<file path="config.mk">
export PLATFORM = sky130hd
export DESIGN_NAME = ps2_button_map_flat
export DESIGN_NICKNAME = d
export VERILOG_FILES = /design/src/rtl/ps2_map_pkg.sv /design/src/rtl/ps2_button_map_if.sv /design/src/rtl/ps2_btn_cell.sv /design/src/rtl/ps2_button_map.sv /design/src/flat_wrapper.sv
export SDC_FILE = /design/constraint.sdc
export NUM_CORES = 1
export LEC_CHECK = 0
export BUFFER_PORTS_ARGS = -buffer_cell sky130_fd_sc_hd__buf_2
export CAP_MARGIN = 40
export CORE_UTILIZATION = 50
export CTS_BUF_LIST = sky130_fd_sc_hd__clkbuf_4 sky130_fd_sc_hd__clkbuf_8
export DETAILED_ROUTE_END_ITERATION = 8
export PLACE_DENSITY = 0.72
export SKIP_CTS_REPAIR_TIMING = 1
export SLEW_MARGIN = 25
export SYNTH_ARGS = -nofsm -noshare
export SYNTH_HDL_FRONTEND = slang
export SYNTH_SLANG_ARGS = --single-unit
</file>
<file path="constraint.sdc">
create_clock -name clk_sys -period 5.36 [get_ports clk_sys]
set_input_delay 0.536 -clock clk_sys [delete_from_list [all_inputs] [get_ports clk_sys]]
set_output_delay 0.536 -clock clk_sys [all_outputs]
set_load 0.03 [all_outputs]
</file>
<file path="src/rtl/ps2_map_pkg.sv">
// Shared types and PS/2 framing constants for the keyboard-to-button mapper.
package ps2_map_pkg;

    // Per-entry behaviour; the reserved encoding behaves as level.
    typedef enum logic [1:0] {
        MODE_LEVEL  = 2'b00,
        MODE_TOGGLE = 2'b01,
        MODE_PULSE  = 2'b10,
        MODE_RSVD   = 2'b11
    } btn_mode_t;

    localparam logic [7:0] PS2_BREAK = 8'hF0;
    localparam logic [7:0] PS2_EXT   = 8'hE0;

    // {extended, scancode}; zero means "unmapped".
    typedef logic [8:0] key_code_t;

endpackage

</file>
<file path="src/rtl/ps2_button_map_if.sv">
// Key-event input, table-write port and decoded outputs of the button mapper.
interface ps2_button_map_if #(
    parameter int unsigned NUM_BTN = 16,
    parameter int unsigned IDX_W   = (NUM_BTN > 1) ? $clog2(NUM_BTN) : 1
);
    logic [64:0]        ps2_key;
    logic               map_wr;
    logic [IDX_W-1:0]   map_idx;
    logic [8:0]         map_code;
    logic [1:0]         map_mode;
    logic [NUM_BTN-1:0] btn_out;
    logic               key_valid;
    logic [8:0]         key_code;
    logic               key_pressed;

    modport master (
        output ps2_key, map_wr, map_idx, map_code, map_mode,
        input  btn_out, key_valid, key_code, key_pressed
    );

    modport slave (
        input  ps2_key, map_wr, map_idx, map_code, map_mode,
        output btn_out, key_valid, key_code, key_pressed
    );
endinterface

</file>
<file path="src/rtl/ps2_btn_cell.sv">
// One table entry: stored keycode/mode plus the button state it drives.
module ps2_btn_cell import ps2_map_pkg::*; #(
    parameter int unsigned PULSE_W   = 20,
    parameter int unsigned PULSE_LEN = 900000,
    parameter key_code_t   DEF_CODE  = '0
) (
    input  logic       clk_i,
    input  logic       rst_i,
    input  logic       evt_i,
    input  key_code_t  code_i,
    input  logic       pressed_i,
    input  logic       wr_i,
    input  key_code_t  wr_code_i,
    input  logic [1:0] wr_mode_i,
    output logic       btn_o
);

    key_code_t          code_q, code_d;
    btn_mode_t          mode_q, mode_d;
    logic               held_q, held_d;
    logic               btn_q, btn_d;
    logic [PULSE_W-1:0] cnt_q, cnt_d;
    logic               match;

    // Code 0 is the unmapped marker and never matches, even against a zero entry.
    assign match = evt_i && (code_i != '0) && (code_i == code_q);

    // Next-state: pulse countdown, then event response, then a table write overrides both.
    always_comb begin
        code_d = code_q;
        mode_d = mode_q;
        held_d = held_q;
        btn_d  = btn_q;
        cnt_d  = cnt_q;

        if (cnt_q != '0) begin
            cnt_d = cnt_q - PULSE_W'(1);
            if (cnt_q == PULSE_W'(1)) begin
                btn_d = 1'b0;
            end
        end

        if (match) begin
            case (mode_q)
                MODE_TOGGLE: begin
                    if (!pressed_i) begin
                        held_d = 1'b0;
                    end else if (!held_q) begin
                        btn_d  = ~btn_q;
                        held_d = 1'b1;
                    end
                end
                MODE_PULSE: begin
                    // Break only re-arms; it never shortens a running pulse.
                    if (!pressed_i) begin
                        held_d = 1'b0;
                    end else if (!held_q && (cnt_q == '0)) begin
                        cnt_d  = PULSE_W'(PULSE_LEN);
                        btn_d  = 1'b1;
                        held_d = 1'b1;
                    end
                end
                default: begin
                    btn_d = pressed_i;
                end
            endcase
        end

        if (wr_i) begin
            code_d = wr_code_i;
            mode_d = btn_mode_t'(wr_mode_i);
            held_d = 1'b0;
            btn_d  = 1'b0;
            cnt_d  = '0;
        end
    end

    // Entry state register with synchronous reset to the default table.
    always_ff @(posedge clk_i) begin
        if (rst_i) begin
            code_q <= DEF_CODE;
            mode_q <= MODE_LEVEL;
            held_q <= 1'b0;
            btn_q  <= 1'b0;
            cnt_q  <= '0;
        end else begin
            code_q <= code_d;
            mode_q <= mode_d;
            held_q <= held_d;
            btn_q  <= btn_d;
            cnt_q  <= cnt_d;
        end
    end

    assign btn_o = btn_q;

endmodule

</file>
<file path="src/rtl/ps2_button_map.sv">
// PS/2 key-event decoder feeding a runtime-writable table of button cells.
module ps2_button_map import ps2_map_pkg::*; #(
    parameter int unsigned            NUM_BTN   = 16,
    parameter int unsigned            IDX_W     = (NUM_BTN > 1) ? $clog2(NUM_BTN) : 1,
    parameter int unsigned            PULSE_W   = 20,
    parameter int unsigned            PULSE_LEN = 900000,
    parameter logic [NUM_BTN*9-1:0]   DEF_CODES = '0
) (
    input logic              clk_sys,
    input logic              reset,
    ps2_button_map_if.slave  bus
);

    logic       old_toggle_q;
    logic       key_valid_q, key_valid_d;
    key_code_t  key_code_q, key_code_d;
    logic       key_pressed_q, key_pressed_d;

    logic       evt;
    logic       pressed;
    logic       ext;
    key_code_t  code;

    logic [NUM_BTN-1:0] btn;

    assign evt = bus.ps2_key[64] != old_toggle_q;

    // Decode the key snapshot; multi-byte sequences (PrtScr, Pause) collapse to code 0.
    always_comb begin
        pressed = bus.ps2_key[15:8] != PS2_BREAK;
        ext     = pressed ? (bus.ps2_key[15:8] == PS2_EXT) : (bus.ps2_key[23:16] == PS2_EXT);
        code    = (|bus.ps2_key[63:24]) ? key_code_t'(0) : {ext, bus.ps2_key[7:0]};
    end

    // Decoded-event outputs update only on an event; the strobe follows evt directly.
    always_comb begin
        key_valid_d   = evt;
        key_code_d    = key_code_q;
        key_pressed_d = key_pressed_q;
        if (evt) begin
            key_code_d    = code;
            key_pressed_d = pressed;
        end
    end

    // Toggle tracker follows ps2_key[64] even in reset so leaving reset raises no event.
    always_ff @(posedge clk_sys) begin
        old_toggle_q <= bus.ps2_key[64];
        if (reset) begin
            key_valid_q   <= 1'b0;
            key_code_q    <= '0;
            key_pressed_q <= 1'b0;
        end else begin
            key_valid_q   <= key_valid_d;
            key_code_q    <= key_code_d;
            key_pressed_q <= key_pressed_d;
        end
    end

    for (genvar i = 0; i < NUM_BTN; i++) begin : g_cell
        logic wr_en;

        // Out-of-range indices never equal any i, so such writes fall away.
        assign wr_en = bus.map_wr && (bus.map_idx == IDX_W'(i));

        ps2_btn_cell #(
            .PULSE_W   (PULSE_W),
            .PULSE_LEN (PULSE_LEN),
            .DEF_CODE  (DEF_CODES[9*i +: 9])
        ) u_cell (
            .clk_i     (clk_sys),
            .rst_i     (reset),
            .evt_i     (evt),
            .code_i    (code),
            .pressed_i (pressed),
            .wr_i      (wr_en),
            .wr_code_i (bus.map_code),
            .wr_mode_i (bus.map_mode),
            .btn_o     (btn[i])
        );
    end

    assign bus.btn_out     = btn;
    assign bus.key_valid   = key_valid_q;
    assign bus.key_code    = key_code_q;
    assign bus.key_pressed = key_pressed_q;

endmodule

</file>
<file path="src/flat_wrapper.sv">
// flat-port wrapper written by rule: the top's interface ports become plain ports
module ps2_button_map_flat import ps2_map_pkg::*;
#(
    parameter int unsigned            NUM_BTN   = 16,
    parameter int unsigned            IDX_W     = (NUM_BTN > 1) ? $clog2(NUM_BTN) : 1,
    parameter int unsigned            PULSE_W   = 20,
    parameter int unsigned            PULSE_LEN = 900000,
    parameter logic [NUM_BTN*9-1:0]   DEF_CODES = '0
)
  (clk_sys, reset, bus_ps2_key, bus_map_wr, bus_map_idx, bus_map_code, bus_map_mode, bus_btn_out, bus_key_valid, bus_key_code, bus_key_pressed);
  ps2_button_map_if #(.NUM_BTN(NUM_BTN), .IDX_W(IDX_W)) bus_i ();
  input logic clk_sys;
  input logic reset;
  input wire logic [$bits(bus_i.ps2_key)-1:0] bus_ps2_key;
  input wire logic [$bits(bus_i.map_wr)-1:0] bus_map_wr;
  input wire logic [$bits(bus_i.map_idx)-1:0] bus_map_idx;
  input wire logic [$bits(bus_i.map_code)-1:0] bus_map_code;
  input wire logic [$bits(bus_i.map_mode)-1:0] bus_map_mode;
  output wire logic [$bits(bus_i.btn_out)-1:0] bus_btn_out;
  output wire logic [$bits(bus_i.key_valid)-1:0] bus_key_valid;
  output wire logic [$bits(bus_i.key_code)-1:0] bus_key_code;
  output wire logic [$bits(bus_i.key_pressed)-1:0] bus_key_pressed;
  assign bus_i.ps2_key = bus_ps2_key;
  assign bus_i.map_wr = bus_map_wr;
  assign bus_i.map_idx = bus_map_idx;
  assign bus_i.map_code = bus_map_code;
  assign bus_i.map_mode = bus_map_mode;
  assign bus_btn_out = bus_i.btn_out;
  assign bus_key_valid = bus_i.key_valid;
  assign bus_key_code = bus_i.key_code;
  assign bus_key_pressed = bus_i.key_pressed;
  ps2_button_map #(.NUM_BTN(NUM_BTN), .IDX_W(IDX_W), .PULSE_W(PULSE_W), .PULSE_LEN(PULSE_LEN), .DEF_CODES(DEF_CODES)) u_core (.clk_sys(clk_sys), .reset(reset), .bus(bus_i));
endmodule
</file>
* Yosys cells after proc, flatten, opt, wreduce, memory -nomap -nowiden
Cells that the tools add are included.
Word-level totals: flip-flop bits (word level) 540, latch bits 0, memory bits (writable) 0, memory bits (read-only) 0, input bits 83, logic and storage cells 622, memories kept 0
Operators by class: $add $sub $neg 16, $mul 0, div/mod/pow operators 0, magnitude comparators 0, equality and inequality tests 99, shift-type cells 0, mux-type cells 259, bitwise gates (word level) 16, reduce and logical (&&, ||, !) cells 148
Operators by type and width (count):
- 2-to-1 mux 20 bit | 80
- == test 20 x 1 -> 1 bit, second input constant | 16
- zero test 20 bit | 16
- nonzero test 20 bit | 16
- subtractor 20 x 1 -> 20 bit, second input constant | 16
- 2-to-1 mux 1 bit | 146
- == test 9 bit | 16
- case mux 1 bit (2 select lines) | 32
- logical AND 1 bit | 49
- inequality test 3 bit, second input constant | 16
- AND reduction 3 bit | 16
- OR reduction 40 bit | 1
- == test 2 x 1 -> 1 bit, second input constant | 16
- == test 2 bit, second input constant | 16
- == test 4 bit, second input constant | 8
- nonzero test 2 bit | 16
- OR reduction 2 bit | 16
- == test 4 x 3 -> 1 bit, second input constant | 4
- == test 8 bit, second input constant | 2
- zero test 1 bit | 16
- NOT 1 bit | 16
- 2-to-1 mux 9 bit | 1
- nonzero test 9 bit | 1
- == test 4 x 2 -> 1 bit, second input constant | 2
- 4 further kinds | 4

* Longest topological paths before layout
depth in word-level cells 7, gate-level depth with buffers 12, gate-level depth less buffers 9

* Cells and area by module
Synthesis repeated with hierarchy kept, for this count alone.
Second synthesis, totals: cell total of the unflattened synthesis 3306, area, all modules 29346.9 um2
By module, submodules not included:
- ps2_btn_cell (u_core.g_cell[15].u_cell ...) | instances 7, cells each 208, area each 1840.5 um2, sequential area each 660.6 um2
- ps2_btn_cell (u_core.g_cell[0].u_cell ...) | instances 6, cells each 195, area each 1731.7 um2, sequential area each 660.6 um2
- ps2_btn_cell (u_core.g_cell[8].u_cell) | instances 1, cells each 201, area each 1805.5 um2, sequential area each 660.6 um2
- ps2_btn_cell (u_core.g_cell[9].u_cell) | instances 1, cells each 195, area each 1780.5 um2, sequential area each 660.6 um2
- ps2_btn_cell (u_core.g_cell[7].u_cell) | instances 1, cells each 204, area each 1764.2 um2, sequential area each 660.6 um2
- ps2_button_map | instances 1, cells each 80, area each 723.2 um2, sequential area each 240.2 um2

* Worst setup path before layout
Ideal clock, no wire load.
kind input to register, start point input port bus_ps2_key[36], end point register u_core.g_cell[13].u_cell.cnt_q[11], data arrival time 2922 ps, required time 5289 ps, setup slack 2367 ps, cell stages on the path 10, cells stage by stage nor4_1 > nand4_1 > nor4_1 > buf_2 > xnor2_1 > nand3_1 > or4b_1 > buf_2 > buf_6 > a21oi_2
On the way: cells in the longest elaborated chain, start to end 6, elaborated cells on any way between the ends 7, classes of those cells eq/ne: 1; mux: 2; reduce/logical: 4
Ends and longest elaborated chain:
- start, declared | line flat_wrapper.sv:14 | input wire logic [$bits(bus_i.ps2_key)-1:0] bus_ps2_key;
- OR reduction 40 bit * | line ps2_button_map.sv:32 | code = (|bus.ps2_key[63:24]) ? key_code_t'(0) : {ext, bus.ps2_key[7:0]};
- 2-to-1 mux 9 bit * | line ps2_button_map.sv:32
- nonzero test 9 bit | line ps2_btn_cell.sv:26 | assign match = evt_i && (code_i != '0) && (code_i == code_q);
- logical AND 1 bit | line ps2_btn_cell.sv:26
- logical AND 1 bit * | line ps2_btn_cell.sv:26
- 2-to-1 mux 20 bit * | line ps2_btn_cell.sv:43 | if (match) begin
- end signal, assigned | line ps2_btn_cell.sv:91 | cnt_q <= cnt_d;
- end, declared | line ps2_btn_cell.sv:22 | logic [PULSE_W-1:0] cnt_q, cnt_d;
Every way passes the cells marked *; elsewhere a longest branch is shown, timed or not. A chain may end at the register's enable or synchronous reset.

* Final worst setup path
start point input port bus_ps2_key[18], end point register u_core.g_cell[10].u_cell.cnt_q[11]
On the way: cells in the longest elaborated chain, start to end 7, elaborated cells on any way between the ends 8, classes of those cells eq/ne: 2; mux: 3; reduce/logical: 3
Ends and longest elaborated chain:
- == test 8 bit * | line ps2_button_map.sv:31 | ext = pressed ? (bus.ps2_key[15:8] == PS2_EXT) : (bus.ps2_key[23:16] == PS2_EXT);
- 2-to-1 mux 1 bit * | line ps2_button_map.sv:31
- 2-to-1 mux 9 bit * | line ps2_button_map.sv:32
- nonzero test 9 bit | line ps2_btn_cell.sv:26
- logical AND 1 bit | line ps2_btn_cell.sv:26
- logical AND 1 bit * | line ps2_btn_cell.sv:26
- 2-to-1 mux 20 bit * | line ps2_btn_cell.sv:43
- end signal, assigned | line ps2_btn_cell.sv:91
- end, declared | line ps2_btn_cell.sv:22
Marked as above.

==> impl_metrics.yaml <==
layout:
  final_cell_mix: "dfxtp_1, nand2_1, nor2_1, a21oi_1, xnor2_1"
  drive_gt1_share_pct: 11.1
  layout.nets: 3637
  area_growth_pct: 11.8
  final_common_cell: "dfxtp_1"
synth:
  synth-xor-area-share_pct: 10.4
  yosysWarnings: 0
  synth-edff-count: 0
  synth-compound-area-share_pct: 13.8
  synth-simple-area-share_pct: 26.3
  async_flop_share_pct: 0
  synth_area_um2: 28200
  synth_mux_area_share_pct: 3.28
  avgSynthCellArea_um2: 8.25
  synth_top_family_by_area: "simple AND/OR/NAND/NOR gates"
  synth-main-ff-cell: "dfxtp_1"
  ys_seq_area_share_pct: 38.4
  synth_fa_ha_area_share_pct: 3.55
  synth_fp_nets: 3576
  synth_cells: 3413
  synth_cell_type_count: 94
  synth_seq_cells: 540
drt:
  detail_route.wl_per_cell_um: 16.9
  first_iter_violations: 1740
  route.met2.wl_mm: 32.9
  drc: 0
  antenna_left: 0
  route.met3.wl_mm: 4.93
  wl_met1_mm: 32.5
  first_pass_iters: 6
  dr_total_vias: 24700
  routed_wl_mm: 72.8
  vias_per_cell: 5.74
  highest_layer: "met4"
place:
  globalplace.congestion: 0.924
  dp_hpwl_mm: 47.5
  portBuffers: 109
cts:
  numCtsBuffers: 93
  root_buffer: "clkbuf_8"
  clock-sinks: 540
  clock_latency_ns: 0.73
  clk_pin_slew_ns: 0.07
  cts_tree: "yes"
  htree_levels: 3
  clock_path_buffers: 3
grt:
  first_global_vias: 22700
  track_usage_pct: 25.1
  antenna_found_initial: 4
  grt_pass1_wl_mm: 117
  grt_max_degree: 99
  grt-ovfl-total: 0
critical_path:
  critical_path_class: "input port to flop"
  startpoint_type: "input port"
  rr_startpoint: "u_core.g_cell[2].u_cell.cnt_q[11]"
  reg2regPathDepth: 6
  path_max_fanout: 12
  worstPathRequired_ns: 5.98
  arrival_ns: 4.12
  ff2ff_setup_slack_ns: 1.92
  end_kind: "flop"
  rr_endpoint: "u_core.g_cell[2].u_cell.cnt_q[1]"
flow_run:
  drv_cap: 0
floorplan:
  die_w_um: 239
  die-area_um2: 57300
  core_area_um2: 55400
  start_util_pct: 50.8
  ioPinCount: 110
  fp.dieH_um: 239
  std_cell_rows: 86
min_path:
  min_from: "reset"
  hold_path_depth: 2
  hold_path.class: "input port to flop"
  hold_end: "u_core.g_cell[11].u_cell.code_q[6]"
sta:
  period_needed_ns: 3.50
  fmax_ghz: 0.285
  hold_viol: 0
  fin_crit_sh_pct: 65.4
  tightest_slew_ns: 0.962
  skew_ns: 0.0613
  max_slew_margin_pct: 35.3
  final_max_slew_viol_count: 0
  tns_ns: 0
  setup_viol: 0
  rsz0062_at_grt: "false"
power:
  power_mw: 16.9
  peakVddDrop_mv: 0.295
  p_per_area_nw_per_um2: 537
  p_leak_nw: 11.5
outcome:
  run_status: "finished clean"
==> cells in the mapped netlist (9+ instances only) <==
library cell | n | area [um^2]
dfxtp_1 | 540 | 10800
nand2_1 | 396 | 1490
nor2_1 | 355 | 1330
a21oi_1 | 330 | 1650
xnor2_1 | 217 | 1900
nor3_1 | 148 | 741
clkbuf_1 | 125 | 469
xor2_1 | 117 | 1020
nor4_1 | 103 | 644
inv_1 | 97 | 364
mux2i_1 | 90 | 901
ha_1 | 80 | 1000
nand3_1 | 59 | 295
a31oi_1 | 51 | 319
o21ai_0 | 49 | 245
nor3b_1 | 46 | 345
or3_1 | 45 | 282
nand2b_1 | 38 | 238
and3_1 | 34 | 213
o32ai_1 | 30 | 263
nand4_1 | 29 | 181
buf_1 | 28 | 105
or4_1 | 28 | 210
a211oi_1 | 27 | 203
nand3b_1 | 26 | 195
buf_2 | 22 | 110
nor4b_1 | 18 | 158
o21a_1 | 18 | 135
or2_2 | 18 | 113
buf_4 | 17 | 128
o31ai_1 | 16 | 120
and4_1 | 13 | 114
nand4b_1 | 13 | 114
nor2b_1 | 13 | 81.3
nor4bb_1 | 11 | 110
a21oi_2 | 10 | 87.6
and2_1 | 10 | 62.6
o32a_1 | 10 | 100
a21o_1 | 9 | 67.6
==> worst max-delay path, cell delays in order <==
cell      delay [ns]
buf_2           0.10
or4b_4          0.57
o41a_1          0.56
buf_4           0.27
o21ai_1         0.21
nand2_2         0.31
nor2_1          0.47
and4_1          0.33
nand4b_1        0.46
a21oi_1         0.30
==> flip-flops by register name (all words and copies together) (netlist names) <==
register,count
u_core.bus.key_pressed,1
u_core.bus.key_code,9
u_core.g_cell.u_cell.code_q,144
u_core.g_cell.u_cell.mode_q,32
u_core.old_toggle_q,1
u_core.g_cell.u_cell.cnt_q,320
u_core.bus.key_valid,1
u_core.g_cell.u_cell.btn_o,16
u_core.g_cell.u_cell.held_q,16
==> report_power, final <==
part | internal, mW | switching, mW | total (mW) | leakage, nW
Sequential | 4.98 | 0.892 | 5.87 | 4.40
Clock | 2.55 | 1.82 | 4.37 | 1.15
Combinational | 3.00 | 3.67 | 6.67 | 5.98
==> metal layers <==
metal / up-vias / GRT usage [%]
li1: 12200 / -
met4: 0 / 11.3
met2: 778 / 40.2
met1: 11600 / 32.9
met5: - / 0
met3: 172 / 4.30
==> how the worst max path moves through the flow <==
stage / startpoint / end / slack (ns) / cells after the start
floorplan: bus_ps2_key[36] / u_core.g_cell[13].u_cell.cnt_q[11] / 2.37 / 10
global placement: bus_ps2_key[36] / u_core.g_cell[13].u_cell.cnt_q[14] / 1.29 / 10
detailed placement: bus_ps2_key[18] / u_core.g_cell[10].u_cell.cnt_q[12] / 1.20 / 10
CTS: u_core.g_cell[2].u_cell.cnt_q[11] / u_core.g_cell[2].u_cell.cnt_q[1] / 1.92 / 6
global route: u_core.g_cell[2].u_cell.cnt_q[11] / u_core.g_cell[2].u_cell.cnt_q[14] / 1.62 / 6
finish: bus_ps2_key[18] / u_core.g_cell[10].u_cell.cnt_q[11] / 1.86 / 10
==> per-stage QoR <==
step                instance area, um^2  hold WS (ns)  setup slack [ns]  instances  utilization [%]
floorplan                         28200         0.443              2.37       3413                -
global placement                  29200         0.454              1.29       4115             52.6
detailed placement                29200         0.459              1.20       4120             52.7
CTS                               31400       -0.0759              1.92       4289             56.7
global route                      31500         0.259              1.62       4300             56.8
finish                            31500         0.252              1.86       4301             56.8
==> logic make-up after synthesis <==
kind of cell    after synthesis
simple gates               1449
compound gates              627
flops                       540
xor+xnor                    334
buf+inv                     291
mux                          92
fa+ha+maj                    80
==> area by class of cell <==
type | count | area, um^2
fill | 5064 | 23900
multi-input combinational | 2582 | 16200
sequential | 540 | 10800
clock buffer | 138 | 1800
timing repair buffer | 160 | 970
tap | 748 | 936
clock inverter | 31 | 392
inverter | 97 | 364
antenna | 5 | 12.5
No activity file was read; power rests on OpenSTA's default activity.
